--- src/rtl/pcie_prp_mrd_issue.sv ---
// PRP list read issue stage: splits a job into 1- or 2-beat memory reads, allocates one
// tracker tag per read, and signals done once all completion data has been retired.
module pcie_prp_mrd_issue #(
  parameter int unsigned C_PCIE_DATA_WIDTH  = 512,
  parameter int unsigned P_FIFO_DEPTH_WIDTH = 5,
  parameter logic [4:0]  C_TAG_PREFIX       = 5'b00001
) (
  input  logic                          pcie_user_clk,
  input  logic                          pcie_user_rst_n,
  input  logic                          prp_rd_req,
  input  logic [57:0]                   prp_rd_addr,
  input  logic [8:0]                    prp_rd_len,
  output logic                          prp_rd_ready,
  output logic                          prp_rd_done,
  output logic                          tx_mrd_req,
  input  logic                          tx_mrd_ack,
  output logic [63:0]                   tx_mrd_addr,
  output logic [9:0]                    tx_mrd_len,
  output logic [7:0]                    tx_mrd_tag,
  output logic                          pcie_tag_alloc,
  output logic [7:0]                    pcie_alloc_tag,
  output logic [1:0]                    pcie_tag_alloc_len,
  input  logic                          pcie_tag_full_n,
  input  logic [P_FIFO_DEPTH_WIDTH:0]   rear_full_addr,
  input  logic [P_FIFO_DEPTH_WIDTH:0]   rear_addr,
  input  logic [P_FIFO_DEPTH_WIDTH:0]   fifo_front_addr
);

  localparam int unsigned PtrW = P_FIFO_DEPTH_WIDTH + 1;
  localparam int unsigned SpcW = P_FIFO_DEPTH_WIDTH + 2;
  localparam logic [9:0] BeatDw = 10'(C_PCIE_DATA_WIDTH / 32);
  localparam logic [SpcW-1:0] FifoDepth = SpcW'(2 ** P_FIFO_DEPTH_WIDTH);

  typedef enum logic [2:0] {
    StIdle,
    StCheck,
    StReq,
    StNext,
    StWaitCpl,
    StDone
  } state_e;

  state_e           state_q, state_d;
  logic [57:0]      addr_q, addr_d;
  logic [8:0]       len_q, len_d;
  logic [2:0]       tag_cnt_q, tag_cnt_d;
  logic [1:0]       chunk_q, chunk_d;
  logic [PtrW-1:0]  end_ptr_q, end_ptr_d;
  logic             req_q, req_d;
  logic [63:0]      mrd_addr_q, mrd_addr_d;
  logic [9:0]       mrd_len_q, mrd_len_d;
  logic [7:0]       mrd_tag_q, mrd_tag_d;

  logic [1:0]       chunk;
  logic [PtrW-1:0]  used;
  logic [SpcW-1:0]  need;
  logic             issue_ok;
  logic [8:0]       len_left;

  // Single beat at the last beat of a 4KB page so no read crosses the boundary.
  assign chunk    = (len_q == 9'd1 || addr_q[5:0] == 6'h3F) ? 2'd1 : 2'd2;
  assign used     = rear_full_addr - fifo_front_addr;
  assign need     = {1'b0, used} + SpcW'(chunk);
  assign issue_ok = pcie_tag_full_n && (need <= FifoDepth);
  assign len_left = len_q - 9'(chunk_q);

  always_comb begin
    state_d    = state_q;
    addr_d     = addr_q;
    len_d      = len_q;
    tag_cnt_d  = tag_cnt_q;
    chunk_d    = chunk_q;
    end_ptr_d  = end_ptr_q;
    req_d      = req_q;
    mrd_addr_d = mrd_addr_q;
    mrd_len_d  = mrd_len_q;
    mrd_tag_d  = mrd_tag_q;
    case (state_q)
      StIdle: begin
        if (prp_rd_req) begin
          addr_d  = prp_rd_addr;
          len_d   = prp_rd_len;
          state_d = (prp_rd_len == 9'd0) ? StDone : StCheck;
        end
      end
      StCheck: begin
        if (issue_ok) begin
          chunk_d    = chunk;
          mrd_addr_d = {addr_q, 6'b0};
          mrd_len_d  = 10'(chunk) * BeatDw;
          mrd_tag_d  = {C_TAG_PREFIX, tag_cnt_q};
          req_d      = 1'b1;
          state_d    = StReq;
        end
      end
      StReq: begin
        if (tx_mrd_ack) begin
          req_d   = 1'b0;
          state_d = StNext;
        end
      end
      StNext: begin
        // Gives the tracker a cycle to advance rear_full_addr before it is used again.
        addr_d    = addr_q + 58'(chunk_q);
        len_d     = len_left;
        tag_cnt_d = tag_cnt_q + 3'd1;
        if (len_left == 9'd0) begin
          end_ptr_d = rear_full_addr;
          state_d   = StWaitCpl;
        end else begin
          state_d = StCheck;
        end
      end
      StWaitCpl: begin
        if (rear_addr == end_ptr_q) state_d = StDone;
      end
      StDone:  state_d = StIdle;
      default: state_d = StIdle;
    endcase
  end

  always_ff @(posedge pcie_user_clk or negedge pcie_user_rst_n) begin
    if (!pcie_user_rst_n) begin
      state_q    <= StIdle;
      addr_q     <= '0;
      len_q      <= '0;
      tag_cnt_q  <= '0;
      chunk_q    <= '0;
      end_ptr_q  <= '0;
      req_q      <= 1'b0;
      mrd_addr_q <= '0;
      mrd_len_q  <= '0;
      mrd_tag_q  <= '0;
    end else begin
      state_q    <= state_d;
      addr_q     <= addr_d;
      len_q      <= len_d;
      tag_cnt_q  <= tag_cnt_d;
      chunk_q    <= chunk_d;
      end_ptr_q  <= end_ptr_d;
      req_q      <= req_d;
      mrd_addr_q <= mrd_addr_d;
      mrd_len_q  <= mrd_len_d;
      mrd_tag_q  <= mrd_tag_d;
    end
  end

  assign prp_rd_ready       = (state_q == StIdle);
  assign prp_rd_done        = (state_q == StDone);
  assign tx_mrd_req         = req_q;
  assign tx_mrd_addr        = mrd_addr_q;
  assign tx_mrd_len         = mrd_len_q;
  assign tx_mrd_tag         = mrd_tag_q;
  assign pcie_tag_alloc     = (state_q == StReq) && tx_mrd_ack;
  assign pcie_alloc_tag     = mrd_tag_q;
  assign pcie_tag_alloc_len = chunk_q;

endmodule

--- config.mk ---
export PLATFORM = sky130hd
export DESIGN_NAME = pcie_prp_mrd_issue
export DESIGN_NICKNAME = d
export VERILOG_FILES = /design/src/rtl/pcie_prp_mrd_issue.sv
export SDC_FILE = /design/constraint.sdc
export NUM_CORES = 1
export LEC_CHECK = 0
export ABC_AREA = 1
export CAP_MARGIN = 20
export CORE_MARGIN = 2
export CORE_UTILIZATION = 50
export CTS_CLUSTER_SIZE = 10
export DETAILED_ROUTE_END_ITERATION = 16
export DONT_BUFFER_PORTS = 1
export GPL_TIMING_DRIVEN = 1
export HOLD_SLACK_MARGIN = 0.1
export PLACE_DENSITY = 0.67
export SYNTH_ARGS = -nofsm -noshare
export SYNTH_HDL_FRONTEND = slang
export SYNTH_SLANG_ARGS = --single-unit
--- constraint.sdc ---
create_clock -name pcie_user_clk -period 2.6 [get_ports pcie_user_clk]
set_input_delay 0.52 -clock pcie_user_clk [delete_from_list [all_inputs] [get_ports pcie_user_clk]]
set_output_delay 0.52 -clock pcie_user_clk [all_outputs]
set_load 0.01 [all_outputs]
==> results of run 1 <==
[power breakdown]
part           switching, mW  internal (mW)
Combinational           2.99           1.85
Sequential              1.17           3.31
Clock                  0.926           1.37
Total                   5.08           6.52
[cell usage in the layout (no fill, tap or decap), types with 3 or more instances in the layout]
master	count
clkbuf_16	18
buf_6	5
clkbuf_1	3
nand2_2	25
a31oi_1	3
o221ai_1	4
nand4_1	28
a21oi_1	12
ha_1	9
conb_1	22
o21ai_2	54
o22ai_1	20
o21ai_1	4
buf_4	52
clkinv_2	3
clkbuf_8	3
inv_2	3
nand3_1	65
dfrtp_1	143
nor4_1	3
nor3_1	30
o211ai_1	30
xor2_1	28
o21ai_0	48
inv_1	142
nor2_2	8
nand2_1	312
nor2_1	118
buf_12	4
a221oi_1	3
[area by class of cell]
cell class	instances	area (um2)	share of cell area
timing repair buffer	64	594	0.0590
sequential	144	3600	0.358
tap	225	282	0.0280
inverter	147	552	0.0548
multi-input combinational	857	4500	0.447
clock inverter	6	60.1	0.00596
clock buffer	23	478	0.0475
[what timing repair did]
action,in CTS,in global routing
pin swaps,2,3
endpoints found under the hold margin,144,144
gates resized for setup,17,17
setup buffers,3,1
endpoints found under the setup margin,65,80
gates cloned,0,2
[metrics by stage]
stage	utilization	setup slack [ns]	hold slack [ns]	area (um2)
after global placement	0.539	-0.271	0.229	9360
after global routing	0.580	-0.441	-0.238	10100
after detailed placement	0.539	-0.284	0.229	9360
after CTS	0.575	-0.227	-0.224	9970
after floorplan	-	-0.0835	0.224	9020
final	0.580	-0.233	-0.211	10100
[worst max-delay path by stage]
stage / start / endpoint / slack, ns
finish: len_q[5]$_DFFE_PN0P_ / tx_mrd_addr[44]$_DFFE_PN0P_ / -0.23
global route: len_q[5]$_DFFE_PN0P_ / tx_mrd_addr[37]$_DFFE_PN0P_ / -0.44
detailed placement: rear_full_addr[0] / tx_mrd_addr[29]$_DFFE_PN0P_ / -0.28
CTS: len_q[5]$_DFFE_PN0P_ / tx_mrd_addr[47]$_DFFE_PN0P_ / -0.23
global placement: rear_full_addr[0] / tx_mrd_addr[16]$_DFFE_PN0P_ / -0.27
floorplan: len_q[5]$_DFFE_PN0P_ / tx_mrd_addr[28]$_DFFE_PN0P_ / -0.08
[kinds of logic (layout without fill, tap and decap cells)]
family,after synthesis,in the layout
AND/OR/NAND/NOR,602,603
buffers and inverters,210,240
AO/OA/AOI/OAI,186,186
flip-flops,144,144
XOR/XNOR,30,30
adder cells (fa/ha/maj),16,16
other,1,22
[critical path: cells and delay by family (launching register included)]
| kind | cells | cell delay, ns |
|---|---|---|
| AOI/OAI and AO/OA | 3 | 0.21 |
| adders and majority gates | 2 | 0.63 |
| buffers and inverters | 3 | 0.42 |
| DFF | 1 | 0.39 |
| and+or+nand+nor | 9 | 1.04 |
[flip-flops by register name, indices dropped and copies added, names as in the netlist, 2 cells and up]
name	cells
addr_q	58
end_ptr_q	6
len_q	9
pcie_alloc_tag	4
state_q	3
tag_cnt_q	3
tx_mrd_addr	58
tx_mrd_len	2
[layer usage]
| metal | vias to the layer above | GRT usage |
|---|---|---|
| met5 | - | 0 |
| met2 | 261 | 0.442 |
| met1 | 3769 | 0.360 |
| met4 | 0 | 0.0750 |
| li1 | 3902 | - |
| met3 | 35 | 0.0751 |
==> out/results.ini, run 1 <==
[run_status]
violations=negative hold slack, negative setup slack
status=finished, violations left

[timing]
setup_viol_count_final=65
period_share=1.09
hold_violations=144
layout_min_cycle_time_ns=2.83
grt_setup_unrepaired=yes
fin_setup_tns_ns=-13.09
fin_ws_ns=-0.233
worst_slew_pin_slew_ns=0.570
skew_ns=0.00750
drv_slew=0
max_slew_margin=0.617
fmax_ghz=0.353
hold_ws_ns=-0.211

[critical_path]
reg2reg_slack_ns=-0.23
worst_r2r_path_depth=17
r2r_start=len_q[5]$_DFFE_PN0P_
crit_path_top_delay_cell=fa_2
slowest_delay_ns=0.43
critPathCaptureType=flop
r2r-end=tx_mrd_addr[44]$_DFFE_PN0P_
crit_arrival_ns=3.14
required_ns=2.91
cp_cell_sequence=nor2_2 -> nand4_1 -> nor4_2 -> a31oi_2 -> inv_1 -> ha_2 -> fa_2 -> nor2_1 -> o21ai_1 -> nor2_1 -> nand2_1 -> nand2_2 -> nand3_4 -> buf_6 -> buf_12 -> nand2_1 -> o21ai_2
cp_max_fo=25
path_class=reg2reg
cp-start-kind=flop

[flow_run]
drv_cap=0

[yosys]
synthSimpleGateAreaFrac=0.282
synth_warnings=0
synth_fa_ha_area_frac=0.0259
synth_top_family_by_area=simple AND/OR/NAND/NOR gates
ys_seq_area_frac=0.406
synthMuxAreaShare=0
ys_ff_latch=144
synth_most_common_cell=nand2_1
synthTopCellsByArea=dfrtp_1, nand2_1, inv_1
synth_top_area_cell=dfrtp_1
synthArstFlopShare=1.00
synth_xor_area_frac=0.0296
synthFlopType=dfrtp_1
synth_compound_area_frac=0.145
synth_top_area_share=0.406
synth_edf_count=0
yosys-top-cells-count=nand2_1, dfrtp_1, inv_1
synthCells=1189
synth_area_per_cell_um2=7.47
synth.distinct_cells=44
syn_area_um2=8880

[detailed_routing]
ant_nets=0
drtPass1Iterations=7
routed_wl_um=25100
route.detailed.drc=0
highest_layer=met4
drt_iter0_markers=716
m1WireLength_um=11000
via_per_inst=5.43
wl_per_cell_um=17.1
wl_met3_um=1950
dr_wl_met2_um=11800
num_vias=7967

[global_routing]
grt_use_total=0.273
grt_max_degree=145
overflow=0
grt_antenna_before_repair=0
grt_pass1_wl_um=39400
grt_pass1_vias=7686

[final_layout]
finalNonFillerCells=1466
drive_gt1_frac=0.156
nFillCells=1662
diodes=0
area_growth_pct=13.4
nets=1337

[clock_network]
htree_levels=4
clk_latency_ns=0.43
cts.sinks=144
clkSlewWorstSetupHoldPaths_ns=0.06
clockBufferDepth=2
root_buffer=clkbuf_16
cts_inserted_buffers=17
cts_tree=done

[place]
dpl.cell_count=1431
globalplace.congestion=0.980
io_buffers=0
place_hpwl_um=19000

[floorplanning]
die_area_um2=18800
die_w_um=137
dieHeight_um=137
core_um2=17400
std_cell_rows=48
start_util=0.512
boundaryPins=186

[power]
p_leak_nw=4.68
ir_worst_vdd_v=0.000568
p_per_area_nw_per_um2=1150
power.total_mw=11.6

[hold_path]
hp-class=in2async

Power figures use the tool's default switching activity.
==> run 2, diff against run 1 <==
MAX_ROUTING_LAYER = met4   (was not set)
==> run 2 against run 1 <==
The flow still finishes with violations (negative hold slack, negative setup slack). Non-clock buffer count up 8. Critical path depth is the same. Worst setup slack worse by 0.11 ns. Die area is the same. Via count increased by 0.72%. Clock skew grew 0.0046 ns. Final area grew 2.0%. Fmax is 3.6% lower. Routed wire length increased by 1.8%. Total power rose by 3.5%.
==> out/results.ini, run 2 (synthesis gave the netlist of run 1 again) <==
[floorplanning]
dieHeight_um=137  ; unchanged
core_um2=17400  ; unchanged
start_util=0.512  ; unchanged
std_cell_rows=48  ; unchanged
die_w_um=137  ; unchanged
boundaryPins=186  ; unchanged
die_area_um2=18800  ; unchanged

[power]
pwr-share-clk=0.214  ; +0.016
swShare=0.432  ; -0.00588
intPower_mw=6.83  ; +4.6%
power_switching_mw=5.19  ; +2.1%
combPwrFrac=0.414  ; -0.003
p_leak_nw=4.78  ; +2.2%
ir_worst_vdd_v=0.000607  ; +6.9%
p_per_area_nw_per_um2=1170  ; +1.5%
p_seq_frac=0.371  ; -0.015

[detailed_routing]
drt_iter0_markers=669  ; -6.6%
drtPass1Iterations=5  ; -2
ant_nets=0  ; unchanged
routed_wl_um=25600  ; +1.8%
wl_per_cell_um=17.3  ; +0.96%
route.detailed.drc=0  ; unchanged
via_per_inst=5.43  ; -0.10%
num_vias=8024  ; +0.72%

[final_layout]
finalNonFillerCells=1478  ; +0.82%
utilization=0.592  ; +0.0115
area_growth_pct=15.7
fin_area_um2=10300  ; +2.0%
drive_gt1_frac=0.166  ; +0.00981
nets=1346  ; +0.67%
layout_common_cells=nand2_1, dfrtp_1, inv_1, nor2_1, nand3_1
mostFrequentLayoutCell=nand2_1

[critical_path]
cp_max_fo=20  ; -20%
crit_arrival_ns=3.26  ; +0.12 ns
r2r-end=tx_mrd_addr[32]$_DFFE_PN0P_
reg2reg_slack_ns=-0.34  ; -0.11 ns
path_class=reg2reg
worst_r2r_path_depth=17  ; unchanged
crit_path_start=len_q[6]$_DFFE_PN0P_
r2r_start=len_q[6]$_DFFE_PN0P_
required_ns=2.92  ; about the same
cp-start-kind=flop
critPathCaptureType=flop
crit_path_end=tx_mrd_addr[32]$_DFFE_PN0P_

[place]
dpl.cell_count=1429  ; -0.14%
globalplace.congestion=0.952  ; -2.9%
dpl_cell_area_um2=9330  ; -0.29%
place_hpwl_um=19000  ; about the same
io_buffers=0  ; unchanged

[timing]
fin_setup_tns_ns=-20.40  ; -7.30 ns
worst_slew_pin_slew_ns=1.21  ; +0.636 ns
hold_violations=144  ; unchanged
skew_ns=0.0121  ; +0.00461 ns
setup_viol_count_final=68  ; +4.6%
layout_min_cycle_time_ns=2.94  ; +0.105 ns
fin_ws_ns=-0.338  ; -0.105 ns
grt_setup_unrepaired=yes
max_slew_margin=0.190  ; -0.427
period_share=1.13  ; +0.0406
drv_slew=0  ; unchanged
hold_ws_ns=-0.218  ; -0.00676 ns
fmax_ghz=0.340  ; -3.6%

[clock_network]
clk_latency_ns=0.43  ; about the same
root_buffer=clkbuf_16
cts.sinks=144  ; unchanged
cts_inserted_buffers=17  ; unchanged
cts_tree=done
clockBufferDepth=2  ; unchanged
clkSlewWorstSetupHoldPaths_ns=0.06  ; about the same
htree_levels=4  ; unchanged

[global_routing]
grt_antenna_before_repair=1  ; +1
overflow=0  ; unchanged
grt_max_degree=145  ; unchanged
grt_use_total=0.285  ; +0.0126
grt_pass1_vias=7722  ; +0.47%
grt_pass1_wl_um=40000  ; +1.5%

[hold_path]
hp-class=in2async

[run_status]
status=finished, violations left
violations=negative hold slack, negative setup slack

[flow_run]
drv_cap=0  ; unchanged

## run 2: stage by stage
step	power [mW]	setup slack, ns
detailed placement	9.13	-0.433
floorplan	7.79	-0.0835
CTS	11.9	-0.293
finish	12.0	-0.338
global placement	9.02	-0.358
global route	12.9	-0.516
## run 2: worst min path at each step
stage / endpoint / depth (start not counted) / slack [ns]
3_3_place_gp: pcie_alloc_tag[3]$_DFFE_PN0P_ / 0 / 0.23
5_1_grt: pcie_alloc_tag[3]$_DFFE_PN0P_ / 0 / -0.24
2_1_floorplan: addr_q[0]$_DFFE_PN0P_ / 0 / 0.22
3_5_place_dp: pcie_alloc_tag[3]$_DFFE_PN0P_ / 0 / 0.23
6_report: tx_mrd_addr[30]$_DFFE_PN0P_ / 0 / -0.22
4_1_cts: tx_mrd_addr[43]$_DFFE_PN0P_ / 0 / -0.23
## run 2: routing by layer
metal	global-route usage	up-vias	share of wire	wire [um]
li1	-	3936	-	-
met1	0.383	3799	0.44	11300
met2	0.432	259	0.46	11900
met3	0.0699	30	0.077	1980
met4	0.0773	0	0.017	438
met5	-	-	0	0
## run 2: worst max-delay path: stages (launching register included)
cell	delay, ns
dfrtp_1	0.39
nor2_2	0.15
nand4_1	0.21
nor4_4	0.22
a31oi_2	0.08
inv_1	0.11
ha_2	0.20
fa_2	0.43
nor2_1	0.10
o21ai_1	0.07
nor2_1	0.09
nand2_1	0.09
nand2_4	0.10
nand3_4	0.07
buf_6	0.20
clkbuf_16	0.20
nand2_1	0.07
nand2_1	0.05
## run 2: final cells by class
type,instances,area (um2)
clock inverter,9,130
clock buffer,22,484
sequential,144,3600
antenna,1,2.50
timing repair buffer,72,666
multi-input combinational,858,4550
inverter,147,554
fill,1589,7090
tap,225,282
## run 2: what timing repair did
action	CTS	global route
gates cloned	2	2
endpoints found under the setup margin	66	80
endpoints found under the hold margin	144	144
buffers inserted	7	6
pin swaps	2	6
resized for setup	17	24
## run 2: power by group through the flow
stage | Clock (mW) | Sequential, mW | Combinational, mW
2_1_floorplan | 0 | 4.22 | 3.57
3_3_place_gp | 0 | 4.46 | 4.55
3_5_place_dp | 0 | 4.47 | 4.66
4_1_cts | 2.60 | 4.45 | 4.82
5_1_grt | 2.72 | 4.62 | 5.59
6_report | 2.58 | 4.46 | 4.98
